**src/rtl/dist_filter.sv**
```systemverilog
// dist_filter: validates 12-bit cm distance samples from the ranging stage,
// smooths them with a 2^LOG2_WIN moving average, and drives a hysteretic
// proximity alarm plus an echo-loss watchdog.
// Optional build macro DIST_MEDIAN3_EN inserts a median-of-3 stage ahead of
// the averager, which raises strobe-to-avg_valid latency from 2 to 3 cycles.
module dist_filter #(
    parameter int LOG2_WIN    = 2,
    parameter int MIN_CM      = 2,
    parameter int MAX_CM      = 400,
    parameter int NEAR_CM     = 20,
    parameter int HYST_CM     = 5,
    parameter int TIMEOUT_CYC = 20_000_000
) (
    input  logic        clk,
    input  logic        reset_p,
    input  logic [11:0] dist_in,
    input  logic        dist_valid,
    output logic [11:0] avg_out,
    output logic        avg_valid,
    output logic        near,
    output logic        no_echo,
    output logic        reject
);
    localparam int WIN   = 1 << LOG2_WIN;
    localparam int SUM_W = 12 + LOG2_WIN;
    localparam int CNT_W = $clog2(TIMEOUT_CYC + 1);

    localparam logic [11:0]      MIN_V    = 12'(MIN_CM);
    localparam logic [11:0]      MAX_V    = 12'(MAX_CM);
    localparam logic [11:0]      NEAR_V   = 12'(NEAR_CM);
    localparam logic [11:0]      REL_V    = 12'(NEAR_CM + HYST_CM);
    localparam logic [CNT_W-1:0] CNT_LAST = CNT_W'(TIMEOUT_CYC - 1);

    typedef enum logic [0:0] {
        S_EMPTY = 1'b0,
        S_TRACK = 1'b1
    } state_t;

    state_t                state_r;
    state_t                state_next;
    logic                  in_range_s;
    logic                  accept_s;
    logic                  timeout_s;
    logic                  s1_valid_r;
    logic [11:0]           s1_data_r;
    logic [CNT_W-1:0]      cnt_r;
    logic                  a_valid_s;
    logic [11:0]           a_data_s;
    logic [11:0]           buf_r [WIN];
    logic [LOG2_WIN-1:0]   wptr_r;
    logic [SUM_W-1:0]      sum_r;
    logic [SUM_W-1:0]      sum_next;
    logic [11:0]           avg_next;
    logic                  near_next;

    assign in_range_s = (dist_in >= MIN_V) && (dist_in <= MAX_V);
    assign accept_s   = dist_valid && in_range_s;
    // A fresh accepted sample in the expiry cycle cancels the timeout.
    assign timeout_s  = !accept_s && (cnt_r == CNT_LAST);

    // Input stage: latch accepted samples, pulse reject for out-of-range strobes.
    always_ff @(posedge clk or posedge reset_p) begin
        if (reset_p) begin
            s1_valid_r <= 1'b0;
            s1_data_r  <= 12'd0;
            reject     <= 1'b0;
        end else begin
            s1_valid_r <= accept_s;
            reject     <= dist_valid && !in_range_s;
            if (accept_s) begin
                s1_data_r <= dist_in;
            end else begin
                s1_data_r <= s1_data_r;
            end
        end
    end

    // Watchdog: cycles since the last accepted sample, saturating at expiry.
    always_ff @(posedge clk or posedge reset_p) begin
        if (reset_p) begin
            cnt_r <= '0;
        end else if (accept_s) begin
            cnt_r <= '0;
        end else if (cnt_r != CNT_LAST) begin
            cnt_r <= cnt_r + CNT_W'(1);
        end else begin
            cnt_r <= cnt_r;
        end
    end

`ifdef DIST_MEDIAN3_EN
    logic [11:0] hist0_r;
    logic [11:0] hist1_r;
    logic        med_empty_r;
    logic        m_valid_r;
    logic [11:0] m_data_r;

    function automatic logic [11:0] med3(input logic [11:0] a,
                                         input logic [11:0] b,
                                         input logic [11:0] c);
        logic [11:0] lo;
        logic [11:0] hi;
        lo = (a < b) ? a : b;
        hi = (a < b) ? b : a;
        if (c <= lo) begin
            med3 = lo;
        end else if (c >= hi) begin
            med3 = hi;
        end else begin
            med3 = c;
        end
    endfunction

    // Median of the newest sample and the two before it; after loss of history
    // the first sample fills all three slots.
    always_ff @(posedge clk or posedge reset_p) begin
        if (reset_p) begin
            hist0_r     <= 12'd0;
            hist1_r     <= 12'd0;
            med_empty_r <= 1'b1;
            m_valid_r   <= 1'b0;
            m_data_r    <= 12'd0;
        end else begin
            m_valid_r <= s1_valid_r;
            if (s1_valid_r) begin
                hist0_r <= s1_data_r;
                if (med_empty_r) begin
                    hist1_r     <= s1_data_r;
                    m_data_r    <= s1_data_r;
                    med_empty_r <= 1'b0;
                end else begin
                    hist1_r  <= hist0_r;
                    m_data_r <= med3(s1_data_r, hist0_r, hist1_r);
                end
            end else if (timeout_s) begin
                med_empty_r <= 1'b1;
            end else begin
                med_empty_r <= med_empty_r;
            end
        end
    end

    assign a_valid_s = m_valid_r;
    assign a_data_s  = m_data_r;
`else
    assign a_valid_s = s1_valid_r;
    assign a_data_s  = s1_data_r;
`endif

    // Running-sum and window-state update for the sample entering the averager.
    always_comb begin
        sum_next   = sum_r;
        state_next = state_r;
        if (a_valid_s) begin
            state_next = S_TRACK;
            if (state_r == S_EMPTY) begin
                sum_next = SUM_W'(a_data_s) << LOG2_WIN;
            end else begin
                sum_next = sum_r - SUM_W'(buf_r[wptr_r]) + SUM_W'(a_data_s);
            end
        end else if (timeout_s) begin
            state_next = S_EMPTY;
        end else begin
            state_next = state_r;
        end
    end

    assign avg_next = sum_next[SUM_W-1:LOG2_WIN];

    // Alarm hysteresis applied to the average about to be published.
    always_comb begin
        near_next = near;
        if (avg_next < NEAR_V) begin
            near_next = 1'b1;
        end else if (avg_next >= REL_V) begin
            near_next = 1'b0;
        end else begin
            near_next = near;
        end
    end

    // Window state register.
    always_ff @(posedge clk or posedge reset_p) begin
        if (reset_p) begin
            state_r <= S_EMPTY;
            sum_r   <= '0;
        end else begin
            state_r <= state_next;
            sum_r   <= sum_next;
        end
    end

    // Sample window: preload every slot when empty, else overwrite the oldest.
    always_ff @(posedge clk or posedge reset_p) begin
        if (reset_p) begin
            for (int i = 0; i < WIN; i++) begin
                buf_r[i] <= 12'd0;
            end
            wptr_r <= '0;
        end else if (a_valid_s) begin
            if (state_r == S_EMPTY) begin
                for (int i = 0; i < WIN; i++) begin
                    buf_r[i] <= a_data_s;
                end
            end else begin
                buf_r[wptr_r] <= a_data_s;
                wptr_r        <= wptr_r + LOG2_WIN'(1);
            end
        end
    end

    // Published outputs: average strobe, alarm level and echo-loss level.
    always_ff @(posedge clk or posedge reset_p) begin
        if (reset_p) begin
            avg_out   <= 12'd0;
            avg_valid <= 1'b0;
            near      <= 1'b0;
            no_echo   <= 1'b1;
        end else if (a_valid_s) begin
            avg_out   <= avg_next;
            avg_valid <= 1'b1;
            near      <= near_next;
            no_echo   <= 1'b0;
        end else if (timeout_s) begin
            avg_valid <= 1'b0;
            near      <= 1'b0;
            no_echo   <= 1'b1;
        end else begin
            avg_valid <= 1'b0;
        end
    end
endmodule

```
**config.mk**
```make
export PLATFORM = sky130hd
export DESIGN_NAME = dist_filter
export DESIGN_NICKNAME = d
export VERILOG_FILES = /design/src/rtl/dist_filter.sv
export SDC_FILE = /design/constraint.sdc
export NUM_CORES = 1
export LEC_CHECK = 0
export ABC_AREA = 1
export CORE_ASPECT_RATIO = 1.2
export CORE_UTILIZATION = 38
export DETAILED_ROUTE_END_ITERATION = 10
export MAX_ROUTING_LAYER = met4
export PLACE_DENSITY = 0.63
export SYNTH_ARGS = -nofsm -noshare
export SYNTH_HDL_FRONTEND = slang
export SYNTH_SLANG_ARGS = --single-unit
```
**constraint.sdc**
```tcl
create_clock -name clk -period 4.52 [get_ports clk]
set_input_delay 0.904 -clock clk [delete_from_list [all_inputs] [get_ports clk]]
set_output_delay 0.904 -clock clk [all_outputs]
set_load 0.02 [all_outputs]
```
Yosys cells after proc, flatten, opt, wreduce, memory -nomap -nowiden

Index checks and enable logic that the tools add are counted.

Bits in registers: 119
Bits of input ports: 15
Output and inout bits: 16
Logic and storage cells: 60

Add/sub/neg operators: 4
Magnitude comparators: 6
Eq/ne operators: 3
Mux-type cells: 19
Bitwise operators: 1
Reductions and logical operators: 11

Operators with widths:

| operator              | count |
|---|---|
| $mux 25               | 2 |
| $bwmux 48             | 1 |
| $mux 48               | 1 |
| $mux 12               | 3 |
| $mux 14               | 2 |
| $add 25x1->25 const B | 1 |
| $eq 25x25->1 const B  | 1 |
| $ne 25x25->1 const B  | 1 |
| $bmux 12 s2           | 1 |
| $demux 12 s2          | 1 |
| $add 14x12->14        | 1 |
| $sub 14x12->14        | 1 |
| $ge 12x2->1 const B   | 1 |
| $ge 12x5->1 const B   | 1 |
| $le 12x9->1 const B   | 1 |
| $lt 12x5->1 const B   | 1 |
| $mux 1                | 8 |
| $logic_and 1x1->1     | 5 |
| $reduce_and 2->1      | 2 |
| $reduce_bool 2->1     | 2 |
| $ge 3x3->1 const B    | 1 |
| $lt 3x1->1 const B    | 1 |
| $ne 3x1->1 const B    | 1 |
| $not 2->3             | 1 |
| other kinds (2)       | 3 |

Depth between registers and ports, before layout

Depth in word-level cells: 12
Gate-level depth with buffers: 23
Depth with buffers taken out: 22

Least setup slack after synthesis

OpenSTA, ideal clock, no wires.

Path type: register to register
From: reg wptr_r[0]
To: reg near
Library setup time: 0.118 ns
Arrival: 2.920 ns
Required time: 4.402 ns
Slack: 1.482 ns
Cell stages (with the launch flop): 21
Path buffers: 1
Path through: dfrtp_1 inv_1 buf_1 nor2_1 o22ai_1 fa_1 fa_1 inv_1 nand3_1 nand2_2 nand2_2 nand2_2 nand2_2 nand2_1 nand2_1 nand3_1 nand2_2 nand2_2 nor2_1 nand4_1 nand2_1

Longest elaborated chain between the ends: 11
Elaborated cells on any way between the ends: 14

Ends and longest elaborated chain:

| what                                                 | line     | RTL |
|---|---|---|
| start, declared                                      | 50       | `logic [LOG2_WIN-1:0] wptr_r;` |
| start signal, assigned                               | 207      | `wptr_r <= wptr_r + LOG2_WIN'(1);` |
| $not 2->3 (not written as such) *                    | 159      | `sum_next = sum_r - SUM_W'(buf_r[wptr_r]) + SUM_W'(a_data_s);` |
| $bmux 12 s2 *                                        | 159      |  |
| $mux 12 (not written as such) * (2 in series)        | 159      |  |
| $sub 14x12->14 *                                     | 159      |  |
| $add 14x12->14 *                                     | 159      |  |
| $mux 14 *                                            | 156      | `if (state_r == S_EMPTY) begin` |
| $mux 14 *                                            | 154      | `if (a_valid_s) begin` |
| named net sum_next[12]                               | 52       | `logic [SUM_W-1:0] sum_next;` |
| $lt 12x5->1 or $ge 12x5->1 (tied branches)           | 173, 175 |  |
| $ne 3x1->1 (no line) or $mux 1 (tied branches)       | -        |  |
| $reduce_and 2->1 (no line) or $mux 1 (tied branches) | -        |  |
| end signal, assigned                                 | 222      | `near <= near_next;` |
| end, declared                                        | 20       | `output logic near,` |

The timed path passes the listed nets; every way through them passes the cells marked *. The select of a mux whose other input is x is not followed.
A chain may end at the register's enable or synchronous reset.

Worst setup path in the final report

From: reg wptr_r[0]
To: reg near

Longest elaborated chain between the ends: 11
Elaborated cells on any way between the ends: 14

Ends and longest elaborated chain:

| what                                                 | line |
|---|---|
| $not 2->3 (not written as such) *                    | 159 |
| $bmux 12 s2 *                                        | 159 |
| $mux 12 (not written as such) * (2 in series)        | 159 |
| $sub 14x12->14 *                                     | 159 |
| $add 14x12->14 *                                     | 159 |
| $mux 14 *                                            | 156 |
| $mux 14 *                                            | 154 |
| $lt 12x5->1 or $ge 12x5->1 (tied branches)           | 173, 175 |
| $ne 3x1->1 (no line) or $mux 1 (tied branches)       | - |
| $reduce_and 2->1 (no line) or $mux 1 (tied branches) | - |

Every way passes the cells marked *; elsewhere a longest branch is shown, timed or not. The select of a mux whose other input is x is not followed.

==> reports/qor.txt <==
Post_cts resized -> 0
Worst reg-to-reg path cell count -> 18
Most frequent cells in the layout -> nand2_1, inv_1, dfrtp_1, o21ai_0, nor2_1
Die Y -> 148 µm
Max-slew headroom -> 0.450
First-pass GRT wire length -> 26300 µm
Total track usage -> 0.193
CTS tree -> built
F_max -> 284 MHz
CP required -> 4870 ps
Power Density -> 845 nW/µm²
Post-CTS setup buffers -> 0
Seq cells post-synth -> 119
Overall power -> 6.65 mW
DPL Wire Length -> 11500 µm
Max-capacitance violation count -> 0
Worst skew pair latency -> 410 ps
Hold Crit Class -> reg2reg
Mapped Area -> 6710 µm²
Clock skew -> 7.43 ps
Post-synthesis adder-cell area fraction -> 0.0712
Leading cell type in the layout, fill and taps excluded -> nand2_1
Drt first pass iters -> 5
Pin count of the biggest net entering global routing -> 47
Final setup fails -> 0
Met3 wire len -> 482 µm
Initial DRC count -> 383
Sequential fraction of the synthesis area -> 0.444
Die area -> 18200 µm²
WHS Path Cells -> 2
CTS clk-pin slew, worst paths -> 60 ps
Net Count, Synth -> 884
Post-synth EDFFs -> 0
RSZ-0062 raised after global routing -> false
Minimum clock period -> 3530 ps
Maximum vdd ir drop -> 324 µV
Crit Path Class -> reg2reg
Met1 Wirelength -> 7370 µm
Post-synthesis simple-gate area fraction -> 0.240
Mapped Avg Cell Area -> 8.01 µm²
Final TNS setup -> 0 ps
Initial antenna violation count -> 0
Input/output buffers -> 30
Nets@finish -> 916
Crit-path max FO -> 27
Largest family of logic cells by synthesized area -> simple AND/OR/NAND/NOR gates
IO Pins -> 31
Multi-input gate area -> 3070 µm²
Initial core utilization -> 0.394
Overflow after GRT -> 0
H-tree depth -> 4
CTS root buffer -> clkbuf_16
Filler cells -> 1682
Vias in the first global route -> 5281
Synth cell types -> 46
Worst setup SP type -> register
Synth async-reset ratio -> 1.00
Status -> finished, final reports clean
Sinks on the clock net -> 119
Post-synthesis compound-gate area fraction -> 0.116
Syn Inst Count -> 838
# diodes -> 0
Final WL -> 15500 µm
Routed met2 length -> 7510 µm
Syn. warnings -> 0
Drt wl/cell -> 14.1 µm
Mux cell area share after synthesis -> 0.0134
Core area -> 17000 µm²
Reg area -> 2980 µm²
Bufs on Longest Clock Path -> 2
Vias per cell -> 4.94
DR DRC count -> 0
Via count -> 5428
Post-DRT Antenna Nets -> 0
Cts hold-fix bufs -> 0
Actual slew at the worst max-slew pin -> 825 ps
Top_reg_cell synth -> dfrtp_1
CP Capture Type -> register
Critical path arrival -> 3870 ps
Leakage -> 4.03 nW
Layout cell share with drive strength beyond 1 -> 0.114
Chip width -> 123 µm
Fin. max-slew vios -> 0
Cell Rows -> 52
Fin. Hold Viols -> 0
Highest routed layer -> met4
Inserted Clock Buffers -> 17
Post-Synth XOR/XNOR Area -> 0.0170
Area grow syn2layout -> 17.2%
Final period util -> 0.780
GP Congestion -> 0.875
area by class of cell:
cell class,count,area share
timing repair buffer,40,0.0477
inverter,141,0.0679
clock inverter,14,0.0253
clock buffer,18,0.0558
tap,216,0.0344
multi-input combinational,551,0.390
sequential,119,0.379
worst max-delay path: stages, from the launching register on:
cell and delay, ps:
dfrtp_1 370, inv_1 550, o21ai_0 190, o22ai_1 230
fa_1 500, fa_1 480, inv_1 120, nand3_1 110
nand2_2 110, nand2_2 70, nand2_2 80, nand2_1 50
nand3_1 100, nand3_1 80, nor2_1 130, nand2_1 60
nor2_1 90, nand4_1 90, nand2_1 60
path summary, 6_finish.rpt:
check	from	end	slack, ps
setup / recovery	wptr_r[0]$_DFFE_PP0P_	near$_DFFE_PP0P_	990
hold / removal	a_data_s[11]$_DFFE_PP0P_	a_data_s[11]$_DFFE_PP0P_	470
setup reg to reg	wptr_r[0]$_DFFE_PP0P_	near$_DFFE_PP0P_	990
hold reg to reg	a_data_s[11]$_DFFE_PP0P_	a_data_s[11]$_DFFE_PP0P_	470
max in group asynchronous	reset_p	no_echo$_DFFE_PP1P_	2750
min in group asynchronous	reset_p	a_data_s[1]$_DFFE_PP0P_	930
logic make-up after synthesis:
| logic type | after synthesis |
|---|---|
| adder cells (fa/ha/maj) | 31 |
| AO/OA/AOI/OAI | 140 |
| AND/OR/NAND/NOR | 359 |
| buffers and inverters | 168 |
| multiplexers | 8 |
| flip-flops | 119 |
| XOR/XNOR | 13 |
per-layer routing:
layer	vias to the layer above	GRT usage
met2	106	0.303
met5	-	-
met3	14	0.0370
met4	0	0.0572
met1	2584	0.251
li1	2724	-
through the flow:
| step | instance area (µm²) | std cells | hold WS [ps] | util | worst slack, ps |
|---|---|---|---|---|---|
| finish | 7870 | 1099 | 473 | 0.462 | 994 |
| global route | 7870 | 1099 | 501 | 0.462 | 708 |
| floorplan | 6710 | 838 | 353 | - | 460 |
| detailed placement | 7230 | 1067 | 459 | 0.424 | 1040 |
| CTS | 7870 | 1099 | 473 | 0.462 | 1020 |
| global placement | 7230 | 1067 | 449 | 0.424 | 1070 |
sequential cells by signal (all words and copies together) (netlist names), 2 cells and up:
register and count:
cnt_r 25, a_data_s 12, avg_out 12, buf_r 48, sum_r 14, wptr_r 2
power by group:
group / switching, mW / internal [mW] / total (mW)
combinational: 2.26 / 1.36 / 3.63
sequential: 0.208 / 1.37 / 1.58
clock: 0.497 / 0.941 / 1.44
total: 2.97 / 3.68 / 6.65
Yosys cell counts (2+ instances only):
| library cell | number | share of area |
|---|---|---|
| nor2_4 | 3 | 0.0050 |
| a22o_1 | 2 | 0.0026 |
| nor3_1 | 12 | 0.0090 |
| o21a_1 | 3 | 0.0034 |
| mux2_2 | 8 | 0.013 |
| o211ai_1 | 2 | 0.0022 |
| xor2_1 | 12 | 0.016 |
| ha_1 | 19 | 0.035 |
| inv_2 | 5 | 0.0028 |
| o21ai_0 | 88 | 0.066 |
| nand3_1 | 42 | 0.031 |
| nand2_2 | 22 | 0.021 |
| nor3_2 | 4 | 0.0060 |
| a21o_1 | 2 | 0.0022 |
| o22ai_1 | 13 | 0.012 |
| buf_2 | 11 | 0.0082 |
| nand2_1 | 192 | 0.11 |
| clkbuf_2 | 2 | 0.0015 |
| clkbuf_1 | 10 | 0.0056 |
| fa_1 | 12 | 0.036 |
| a21oi_2 | 3 | 0.0039 |
| nand4_1 | 12 | 0.011 |
| nor2_1 | 61 | 0.034 |
| nand3_2 | 5 | 0.0075 |
| a21oi_1 | 18 | 0.013 |
| o221ai_1 | 2 | 0.0026 |
| dfrtp_1 | 118 | 0.44 |
| o21ai_1 | 2 | 0.0015 |
| inv_1 | 135 | 0.076 |
| buf_1 | 2 | 0.0011 |
No activity file was read; power rests on OpenSTA's default activity.
